`config.mk`:
```
export PLATFORM = sky130hd
export DESIGN_NAME = nand3_bist
export DESIGN_NICKNAME = d
export VERILOG_FILES = /design/src/rtl/nand3_bist.sv
export SDC_FILE = /design/constraint.sdc
export NUM_CORES = 1
export LEC_CHECK = 0
export CAP_MARGIN = 40
export CORE_MARGIN = 5
export CORE_UTILIZATION = 50
export DETAILED_ROUTE_END_ITERATION = 12
export DONT_BUFFER_PORTS = 1
export MAX_ROUTING_LAYER = met4
export PLACE_DENSITY_LB_ADDON = 0.2
export SYNTH_ARGS = -nofsm -noshare
export SYNTH_HDL_FRONTEND = slang
export SYNTH_SLANG_ARGS = --single-unit
export TNS_END_PERCENT = 1
```
`constraint.sdc`:
```
create_clock -name clk -period 3.5 [get_ports clk]
set_input_delay 0.7 -clock clk [delete_from_list [all_inputs] [get_ports clk]]
set_output_delay 0.7 -clock clk [all_outputs]
set_load 0.1 [all_outputs]
```
`src/rtl/nand3_bist.sv`:
```
// nand3_bist: drives LFSR vectors into an N-bit NAND3 array and checks its
// combinational response, reporting pass/fail, an error count and the index
// of the first failing vector.
//
// state  | meaning
// IDLE   | waiting for start, dut_in* held at zero
// RUN    | one vector compared per clock, next vector driven
// DONE   | results valid, dut_in* hold the last vector
module nand3_bist #(
  parameter int          N      = 8,
  parameter int          CYCLES = 256,
  parameter logic [15:0] SEED   = 16'hACE1,
  parameter int          ERRW   = 16
) (
  input  logic            clk,
  input  logic            rst_n,
  input  logic            start,
  input  logic            abort,
  output logic [N-1:0]    dut_in0,
  output logic [N-1:0]    dut_in1,
  output logic [N-1:0]    dut_in2,
  input  logic [N-1:0]    dut_out,
  output logic            busy,
  output logic            done,
  output logic            pass,
  output logic [ERRW-1:0] err_count,
  output logic [15:0]     first_fail_idx
);

  localparam logic [1:0]  S_IDLE = 2'd0;
  localparam logic [1:0]  S_RUN  = 2'd1;
  localparam logic [1:0]  S_DONE = 2'd2;
  localparam logic [15:0] LAST   = 16'(CYCLES - 1);

  logic [1:0]      state;
  logic [15:0]     lfsr;
  logic [15:0]     lfsr_next;
  logic [15:0]     idx;
  logic            ff_seen;
  logic [N-1:0]    expected;
  logic            mismatch;
  logic [ERRW-1:0] err_next;

  // Bit i of the returned vector is LFSR bit (i+off) mod 16; wraps for N > 16.
  function automatic logic [N-1:0] vec_map(input logic [15:0] s, input int off);
    logic [N-1:0] v;
    v = '0;
    for (int i = 0; i < N; i++) begin
      v[i] = s[4'((i + off) % 16)];
    end
    return v;
  endfunction

  // LFSR step, expected response, and saturating error count for this edge
  always_comb begin
    lfsr_next = {lfsr[14:0], lfsr[15] ^ lfsr[13] ^ lfsr[12] ^ lfsr[10]};
    expected  = ~(dut_in0 & dut_in1 & dut_in2);
    mismatch  = (dut_out != expected);
    err_next  = err_count;
    if (mismatch && !(&err_count)) begin
      err_next = err_count + 1'b1;
    end
  end

  assign busy = (state == S_RUN);
  assign done = (state == S_DONE);

  // Sequencer: start loads vector 0, RUN compares and advances, abort drops to IDLE
  always_ff @(posedge clk or negedge rst_n) begin
    if (!rst_n) begin
      state          <= S_IDLE;
      lfsr           <= SEED;
      idx            <= '0;
      ff_seen        <= 1'b0;
      dut_in0        <= '0;
      dut_in1        <= '0;
      dut_in2        <= '0;
      pass           <= 1'b0;
      err_count      <= '0;
      first_fail_idx <= '0;
    end else begin
      case (state)
        S_IDLE, S_DONE: begin
          if (start) begin
            state          <= S_RUN;
            lfsr           <= SEED;
            idx            <= '0;
            ff_seen        <= 1'b0;
            dut_in0        <= vec_map(SEED, 0);
            dut_in1        <= vec_map(SEED, 5);
            dut_in2        <= vec_map(SEED, 11);
            pass           <= 1'b0;
            err_count      <= '0;
            first_fail_idx <= '0;
          end
        end
        S_RUN: begin
          if (abort) begin
            state   <= S_IDLE;
            dut_in0 <= '0;
            dut_in1 <= '0;
            dut_in2 <= '0;
          end else begin
            err_count <= err_next;
            if (mismatch && !ff_seen) begin
              ff_seen        <= 1'b1;
              first_fail_idx <= idx;
            end
            if (idx == LAST) begin
              state <= S_DONE;
              pass  <= (err_next == '0);
            end else begin
              idx     <= idx + 16'd1;
              lfsr    <= lfsr_next;
              dut_in0 <= vec_map(lfsr_next, 0);
              dut_in1 <= vec_map(lfsr_next, 5);
              dut_in2 <= vec_map(lfsr_next, 11);
            end
          end
        end
        default: state <= S_IDLE;
      endcase
    end
  end

endmodule

```
==> flow_metrics.py, run 1 <==
metrics = {
    "outcome": {
        "status": "completed",
    },
    "power_and_ir_drop": {
        "leakagePower_nw": 2.10,
        "p_int_w": 0.00162,
        "swShare_pct": 41.3,
        "peakVddDrop_mv": 0.334,
        "p_sw_w": 0.00114,
        "pwr-share-seq_pct": 45.3,
        "p_comb_share_pct": 29.3,
        "clkPwrFrac_pct": 25.5,
        "powerDensity_nw_per_um2": 571,
    },
    "global_routing": {
        "antenna_found_initial": 0,
        "grt_pass1_vias": 3108,
        "track_usage_pct": 20.4,
        "overflow": 0,
        "grt_max_degree": 77,
        "grt_pass1_wl_um": 15700,
    },
    "final_layout": {
        "diodes": 0,
        "drive_above_1_share_pct": 19.6,
        "final_cells": 566,
        "area_delta_synth_final_pct": 22.2,
        "final_nets": 473,
    },
    "routing": {
        "routed_wl_um": 9590,
        "via_count": 3239,
        "dr.first_iter.drc_count": 175,
        "drc": 0,
        "viasPerCell": 5.72,
        "firstDrtPassIters": 7,
        "wl_per_cell_um": 16.9,
        "ant_nets": 0,
    },
    "setup_path": {
        "critPathSlowestCell": "dfrtp_1",
        "end_kind": "flip-flop",
        "crit_buf_inv": 2,
        "reg2reg_from": "idx[0]",
        "worst-path-stages": 9,
        "cp.required_ps": 3730,
        "crit_chain": "ha_1 -> nand4_1 -> o41ai_4 -> buf_4 -> and2_4 -> inv_2 -> nand4_1 -> xor2_1 -> nor2_1",
        "crit_end": "idx[14]",
        "r2r_setup_slack_ps": 1060,
        "r2r-end": "idx[14]",
        "worstSetupStartpoint": "idx[0]",
        "ff2ff_path_depth": 9,
        "critical-path-top-delay-family": "simple AND/OR/NAND/NOR gates",
        "worst-setup-path-type": "reg -> reg",
        "cp_slowest_stage_delay_ps": 430,
        "crit_path_start_kind": "flip-flop",
        "critical_path_arrival_ps": 2670,
        "cp_max_fo": 15,
        "cpMostUsedCell": "nand4_1",
    },
    "placement": {
        "placed_cells": 545,
        "place_ws_ps": 1080,
        "post-dp-hpwl_um": 6670,
        "io_buffers": 0,
        "gp_congestion": 0.814,
    },
    "timing": {
        "rsz0062_at_grt": "no",
        "fin_crit_ps": 2440,
        "post-route-period-util_pct": 69.7,
        "fmax_mhz": 410,
        "tns_ps": 0,
        "tightest_slew_ps": 948,
        "skew_ps": 16.9,
        "setup_viol": 0,
        "hold_violations": 0,
        "slew_headroom_pct": 36.8,
        "fin_ws_ps": 1060,
        "maxSlewViolCount": 0,
    },
    "clocking": {
        "cts_tree": "yes",
        "postCtsSetupBuffers": 0,
        "insertion_delay_ps": 360,
        "clock_path_buffers": 2,
        "root_buffer": "clkbuf_8",
        "cts_max_level": 3,
        "cts_resized": 0,
        "cts_made_buffers": 9,
        "numClockSinks": 76,
        "clk_pin_slew_ps": 100,
    },
    "logic_synthesis": {
        "ys_warn_count": 0,
        "synthTopCellsByArea": "dfrtp_1 (43%), nand2_1 (7.0%), o21ai_0 (6.5%), dfstp_2 (5.3%), nor2_1 (3.7%)",
        "synth_cell_types": 57,
        "synth-async-reset-ratio_pct": 100,
        "synth_seq_cells": 76,
        "ys_seq_area_share_pct": 48.5,
        "synth_area_per_cell_um2": 9.11,
        "synthCells": 433,
        "netlist.area_leader.share_pct": 43.1,
        "synth_top_area_cell": "dfrtp_1",
        "synth_area_um2": 3950,
        "synth_edf_count": 0,
        "synth_flop_cell": "dfrtp_1",
    },
    "floorplanning": {
        "initial_utilization_pct": 51.3,
        "ios": 71,
        "coreArea_um2": 7690,
        "die_x_um": 98.8,
        "chipHeight_um": 98.8,
        "fp-row-count": 32,
        "dieArea_um2": 9770,
    },
    "worst_hold_path": {
        "hold_class": "in -> async",
    },
    "run": {
        "drv_cap": 0,
    },
}
==> timing repair <==
action                                 4_1_cts  5_1_grt
setup endpoints to repair                    0        0
hold buffers                                 0        1
endpoints found under the hold margin        0       14
==> cell usage after synthesis, types with 3 or more instances <==
master	instances
nand2_1	74
dfrtp_1	68
o21ai_0	51
nor2_1	39
nand3_1	17
buf_4	16
a21oi_1	14
clkbuf_1	14
nand4_1	14
nor3_1	10
xor2_1	10
a22o_1	9
xnor2_1	9
dfstp_2	8
and3_1	5
buf_2	4
inv_1	4
nand2b_1	4
nor4_1	4
a31oi_1	3
and2_1	3
o31ai_1	3
or4_1	3
==> power groups by stage <==
| stage | Clock, W | Combinational, W | Sequential [W] |
|---|---|---|---|
| 2_1_floorplan | 0 | 0.000475 | 0.00133 |
| 3_3_place_gp | 0 | 0.000423 | 0.00144 |
| 4_1_cts | 0.000711 | 0.000805 | 0.00125 |
| 3_5_place_dp | 0 | 0.000802 | 0.00126 |
| 5_1_grt | 0.000755 | 0.000849 | 0.00126 |
| 6_report | 0.000701 | 0.000805 | 0.00125 |
==> worst min-delay path by stage <==
stage / depth (start not counted) / to / start / slack, ps
after floorplan: 0 / dut_in0[0] / rst_n / 400
after global placement: 0 / first_fail_idx[12] / rst_n / 410
after detailed placement: 0 / first_fail_idx[14] / rst_n / 410
after CTS: 0 / first_fail_idx[14] / rst_n / 20
after global routing: 0 / first_fail_idx[14] / rst_n / 2
final: 0 / first_fail_idx[10] / rst_n / 40
==> area by class of cell <==
type                            instances  area, um^2
Clock buffer                           10         138
Clock inverter                          6        71.3
Fill cell                             650        2870
Inverter                                5        18.8
Multi-Input combinational cell        322        1820
Sequential cell                        76        1920
Tap cell                              102         128
Timing Repair Buffer                   45         721
==> kinds of logic after synthesis <==
group                    count (synthesis)  synth area share [%]
AO/OA/AOI/OAI                           99                  16.0
flip-flops                              76                  48.5
AND/OR/NAND/NOR                        190                  23.8
buffers and inverters                   44                  6.28
other                                    1                0.0951
XOR/XNOR                                19                  4.22
adder cells (fa/ha/maj)                  2                 0.634
multiplexers                             2                 0.539
==> registers in the layout (all words and copies together) (netlist names) <==
signal,count
pass,1
ff_seen,1
lfsr,16
idx,16
dut_in0,7
dut_in1,1
first_fail_idx,16
err_count,16
state,2
==> placed cells by master, fill, tap and decap left out, types with 3 or more instances in the layout <==
master	count
buf_16	19
a31oi_1	3
xor2_1	10
and2_1	3
and3_1	5
nor3_1	9
or4_1	3
xnor2_1	9
a22o_1	9
nor2_1	39
dfrtp_1	62
buf_4	25
conb_1	10
nand4_1	14
inv_1	4
dfrtp_2	6
nand2_1	74
nand2b_1	4
o31ai_1	3
o21ai_0	51
clkbuf_8	10
nor4_1	4
dfstp_2	8
a21oi_1	14
nand3_1	17
==> worst register-to-register path: cells and delay by family (launching register included) <==
family                     cells  cell delay [ps]
AOI/OAI and AO/OA              1              380
xor gates and xnor gates       1              170
adders and majority gates      1              230
buffers and inverters          2              390
DFF                            1              430
and+or+nand+nor                4              710
==> per-layer routing <==
| layer | global-route usage, % | share of wire [%] | vias up |
|---|---|---|---|
| li1 | - | - | 1548 |
| met1 | 25.3 | 41 | 1572 |
| met2 | 32.7 | 51 | 101 |
| met3 | 6.02 | 5.6 | 18 |
| met4 | 5.46 | 2.2 | 0 |
| met5 | - | 0 | - |
==> per-stage QoR <==
stage          hold slack (ps)  power, W  cell area [um^2]  util [%]
2_1_floorplan              404   0.00181              3980         -
3_3_place_gp               408   0.00186              4070      52.9
3_5_place_dp               408   0.00206              4490      58.4
4_1_cts                   17.6   0.00276              4700      61.1
5_1_grt                   1.82   0.00286              4820      62.7
6_report                  36.7   0.00275              4820      62.7
Power figures use the tool's default switching activity.
==> run 2: changes to the inputs <==
clock period = 2.5 ns   (was 3.5 ns; I/O delays follow)
==> flow_metrics.py, run 2 (synthesized netlist as in run 1, its figures left out) <==
metrics = {
    "setup_path": {
        "end_kind": "flip-flop",
        "crit_path_start_kind": "flip-flop",
        "reg2reg_from": "idx[14]",
        "worstSetupStartpoint": "idx[14]",
        "critical_path_arrival_ps": 2460,
        "cp_max_fo": 12,
        "worst-setup-path-type": "reg -> reg",
        "r2r_setup_slack_ps": 280,
        "cp.required_ps": 2740,
    },
    "floorplanning": {
        "initial_utilization_pct": 51.3,
        "chipHeight_um": 98.8,
        "ios": 71,
        "fp-row-count": 32,
        "dieArea_um2": 9770,
        "coreArea_um2": 7690,
        "die_x_um": 98.8,
    },
    "final_layout": {
        "final_common_cell": "nand2_1",
        "diodes": 0,
        "final_cells": 577,
        "mostFrequentLayoutCells": "nand2_1 (74), o21ai_0 (51), dfrtp_1 (51), buf_4 (48), nor2_1 (39)",
        "n_fill_cell": 660,
        "multiInputGateArea_um2": 1820,
        "drive_above_1_share_pct": 23.8,
        "register_area_um2": 1930,
        "final_nets": 484,
        "area_delta_synth_final_pct": 19.6,
    },
    "worst_hold_path": {
        "hold_class": "in -> async",
    },
    "clocking": {
        "clock_path_buffers": 2,
        "cts_max_level": 3,
        "numClockSinks": 76,
        "root_buffer": "clkbuf_8",
        "cts_tree": "yes",
        "clk_pin_slew_ps": 90,
        "cts_resized": 0,
        "insertion_delay_ps": 350,
        "cts_made_buffers": 9,
    },
    "power_and_ir_drop": {
        "p_total_w": 0.00389,
        "leakagePower_nw": 2.09,
        "powerDensity_nw_per_um2": 824,
        "peakVddDrop_mv": 0.388,
    },
    "timing": {
        "setup_viol": 0,
        "slew_headroom_pct": 40.4,
        "skew_ps": 10.9,
        "fin_crit_ps": 2220,
        "whs_ps": 24.6,
        "tns_ps": 0,
        "tightest_slew_ps": 893,
        "rsz0062_at_grt": "no",
        "post-route-period-util_pct": 88.7,
        "maxSlewViolCount": 0,
        "hold_violations": 0,
        "fmax_mhz": 451,
    },
    "global_routing": {
        "grt_pass1_wl_um": 15300,
        "grt_pass1_vias": 3225,
        "grt_max_degree": 77,
        "antenna_found_initial": 0,
        "track_usage_pct": 19.8,
        "overflow": 0,
    },
    "placement": {
        "gp_congestion": 0.939,
        "placed_cells": 559,
        "io_buffers": 0,
        "post-dp-hpwl_um": 6520,
    },
    "routing": {
        "drc": 0,
        "ant_nets": 0,
        "firstDrtPassIters": 4,
        "viasPerCell": 5.60,
        "dr.first_iter.drc_count": 156,
        "via_count": 3230,
        "wl_per_cell_um": 15.9,
        "routed_wl_um": 9190,
    },
    "outcome": {
        "status": "completed",
    },
    "run": {
        "drv_cap": 0,
    },
}
## run 2: worst max-delay path, stage by stage (launching register included)
cell and delay [ps]:
dfrtp_1 420, or4_4 570, o41ai_4 440, and2_4 250, inv_2 100, nand4_1 120
xor2_1 150, nor2_1 50
## run 2: power breakdown
group,internal [W],leakage (nW),switching (W)
Sequential,0.00139,0.983,0.000146
Clock,0.000667,0.121,0.000457
Combinational,0.000290,0.983,0.000936
Total,0.00235,2.09,0.00154
## run 2: layer usage
metal | up-vias | track usage (%) | routed length (um)
met5 | - | - | 0
met4 | 0 | 5.36 | 53
met3 | 4 | 5.87 | 474
met2 | 85 | 33.3 | 4770
met1 | 1572 | 23.2 | 3880
li1 | 1569 | - | -
## run 2: layout make-up
class / instances / area share [%]
Clock buffer: 10 / 2.71
Clock inverter: 6 / 2.39
Inverter: 5 / 0.398
Multi-Input combinational cell: 322 / 38.7
Sequential cell: 76 / 41.0
Tap cell: 102 / 2.71
Timing Repair Buffer: 56 / 12.1
## run 2: stage by stage
stage / utilization (%) / setup WS, ps / area, um^2
finish: 61.4 / 283 / 4720
global route: 61.4 / 110 / 4720
floorplan: - / 8.67 / 3990
CTS: 61.0 / 280 / 4690
detailed placement: 57.5 / 294 / 4420
global placement: 55.7 / 343 / 4280
## run 2: worst paths after layout
path | to | cells past startpoint
worst min-delay path | first_fail_idx[13] | 1
worst max register to register | idx[14] | 7
worst max-delay path | idx[14] | 7
max in group asynchronous | lfsr[13] | 1
min in group clk | state[1] | 1
worst min register to register | lfsr[4] | 2
## run 2: repair_timing
item	4_1_cts	5_1_grt
hold buffers	1	0
setup endpoints to repair	0	0
buffers inserted	0	0
endpoints found under the hold margin	76	0
==> run 3: changes to the inputs <==
ABC_AREA = 1   (was not set)
CORE_UTILIZATION = 40   (was 50)
==> flow_metrics.py, run 3 <==
metrics = {
    "final_layout": {
        "mostFrequentLayoutCells": "nand2_1 (123), dfrtp_1 (62), inv_1 (59), o21ai_0 (52)",
        "diodes": 0,
        "n_fill_cell": 989,
        "fin_util_pct": 48.7,
        "area_delta_synth_final_pct": 21.0,
        "final_nets": 573,
        "drive_above_1_share_pct": 19.1,
        "final_cells": 700,
        "final_cell_area_um2": 4960,
        "final_common_cell": "nand2_1",
    },
    "floorplanning": {
        "ios": 71,
        "coreArea_um2": 10200,
        "dieArea_um2": 12400,
        "die_x_um": 111,
        "chipHeight_um": 111,
        "initial_utilization_pct": 40.3,
        "fp-row-count": 37,
    },
    "setup_path": {
        "worst-setup-path-type": "reg -> reg",
        "critical_path_arrival_ps": 2430,
        "ff2ff_path_depth": 13,
        "crit_path_start_kind": "flip-flop",
        "end_kind": "flip-flop",
        "cp.required_ps": 2730,
        "r2r-end": "idx[12]",
        "reg2reg_from": "idx[0]",
        "cp_max_fo": 34,
        "r2r_setup_slack_ps": 300,
    },
    "power_and_ir_drop": {
        "swShare_pct": 43.3,
        "p_sw_w": 0.00158,
        "powerDensity_nw_per_um2": 736,
        "peakVddDrop_mv": 0.770,
        "p_comb_share_pct": 33.8,
        "p_int_w": 0.00207,
        "pwr-share-seq_pct": 41.9,
        "clkPwrFrac_pct": 24.3,
        "leakagePower_nw": 2.29,
    },
    "placement": {
        "gp_congestion": 0.926,
        "placed_area_um2": 4690,
        "io_buffers": 0,
        "placed_cells": 681,
        "post-dp-hpwl_um": 7350,
    },
    "routing": {
        "dr.first_iter.drc_count": 218,
        "viasPerCell": 4.94,
        "firstDrtPassIters": 4,
        "wl_per_cell_um": 14.6,
        "drc": 0,
        "ant_nets": 0,
        "routed_wl_um": 10200,
        "via_count": 3461,
    },
    "timing": {
        "rsz0062_at_grt": "no",
        "tightest_slew_ps": 891,
        "fmax_mhz": 455,
        "skew_ps": 11.7,
        "setup_viol": 0,
        "fin_crit_ps": 2200,
        "maxSlewViolCount": 0,
        "hold_violations": 0,
        "tns_ps": 0,
        "post-route-period-util_pct": 87.8,
        "slew_headroom_pct": 40.6,
    },
    "clocking": {
        "cts_max_level": 3,
        "insertion_delay_ps": 350,
        "postCtsSetupBuffers": 0,
        "cts_made_buffers": 9,
        "clock_path_buffers": 2,
        "numClockSinks": 76,
        "root_buffer": "clkbuf_8",
        "cts_tree": "yes",
        "clk_pin_slew_ps": 80,
    },
    "global_routing": {
        "grt_pass1_vias": 3372,
        "grt_max_degree": 77,
        "overflow": 0,
        "antenna_found_initial": 0,
        "track_usage_pct": 17.3,
        "grt_pass1_wl_um": 17100,
    },
    "logic_synthesis": {
        "synth_edf_count": 0,
        "synth_flop_cell": "dfrtp_1",
        "synth_commonest_cells": "nand2_1 (123), dfrtp_1 (68), inv_1 (59)",
        "ys_warn_count": 0,
        "synthCells": 519,
        "synth-async-reset-ratio_pct": 100,
        "synth_top_area_cell": "dfrtp_1",
        "netlist.area_leader.share_pct": 41.5,
        "synth_cell_types": 33,
        "synth_seq_cells": 76,
        "synthTopCellsByArea": "dfrtp_1 (41%), nand2_1 (11%), o21ai_0 (6.3%), inv_1 (5.4%), nand3_1 (5.4%)",
        "synth_area_per_cell_um2": 7.90,
        "ys_seq_area_share_pct": 46.6,
        "synth_most_common_cell": "nand2_1",
        "synth_area_um2": 4100,
    },
    "worst_hold_path": {
        "hold_class": "in -> async",
    },
    "run": {
        "drv_cap": 0,
    },
    "outcome": {
        "status": "completed",
    },
}
[run 3: changes by cell type in the layout (fill, tap and decap cells not counted), moves of 8 or more]
cell | before | now
xnor2_1 | 9 | 1
dfrtp_2 | 17 | 6
nand3_1 | 17 | 44
inv_1 | 4 | 59
buf_4 | 48 | 37
a21oi_1 | 14 | 5
nand2_1 | 74 | 123
o22ai_1 | 0 | 10
dfrtp_1 | 51 | 62
[run 3: worst max-delay path, stage by stage (launching register included)]
cell and delay [ps]:
dfrtp_1 410, ha_1 220, nand3_2 130, nor2_4 140
nand2_1 70, inv_2 90, nand2_2 110, nand2_4 170
nand2_4 220, nand2_2 150, inv_1 60, nand2_1 70
xor2_1 160, nor2_1 60
[run 3: logic make-up (layout without fill, tap and decap cells)]
group | after synthesis | count (layout) | share of synthesized area (%)
xor gates and xnor gates | 15 | 15 | 3.20
adders and majority gates | 2 | 2 | 0.610
DFF | 76 | 76 | 46.6
and+or+nand+nor | 253 | 253 | 27.7
other | 1 | 10 | 0.0914
AOI/OAI and AO/OA | 77 | 77 | 10.6
buffers and inverters | 95 | 131 | 11.2
[run 3: timing repair]
item | in CTS | in global routing
resized for setup | 0 | 0
hold buffers | 1 | 0
hold endpoints to repair | 76 | 0
[run 3: metrics by stage]
stage	worst slack, ps	power [W]	hold slack (ps)
CTS	292	0.00369	47.7
global placement	392	0.00270	207
finish	304	0.00365	40.6
floorplan	6.49	0.00255	204
global route	82.8	0.00383	67.8
detailed placement	315	0.00276	208
[run 3: layout make-up]
cell class                      count  area [um^2]  area share, %
Inverter                           63          236           4.77
Clock inverter                      5         35.0          0.706
Tap cell                          136          170           3.43
Multi-Input combinational cell    357         1770           35.6
Timing Repair Buffer               52          683           13.8
Clock buffer                       11          151           3.05
Sequential cell                    76         1920           38.7
[run 3: worst max path at each step]
stage	start	endpoint	slack, ps	cells after the start
2_1_floorplan	err_count[1]	pass	6	15
3_3_place_gp	err_count[0]	pass	390	12
3_5_place_dp	idx[0]	idx[12]	310	13
4_1_cts	idx[0]	idx[12]	290	13
5_1_grt	idx[0]	idx[12]	80	13
6_report	idx[0]	idx[12]	300	13
[run 3: power by group through the flow]
| stage | clock [W] | combinational [W] | sequential, W |
|---|---|---|---|
| after floorplan | 0 | 0.000683 | 0.00187 |
| after global placement | 0 | 0.00110 | 0.00160 |
| after detailed placement | 0 | 0.00120 | 0.00156 |
| after CTS | 0.000921 | 0.00124 | 0.00154 |
| after global routing | 0.000957 | 0.00132 | 0.00155 |
| final | 0.000887 | 0.00124 | 0.00153 |
[run 3: metal layers]
metal | up-vias | track usage, % | part of all wire (%)
met4 | 0 | 4.62 | 1.0
met3 | 10 | 3.71 | 5.8
met2 | 87 | 24.9 | 45
li1 | 1734 | - | -
met1 | 1630 | 24.9 | 49
met5 | - | - | 0
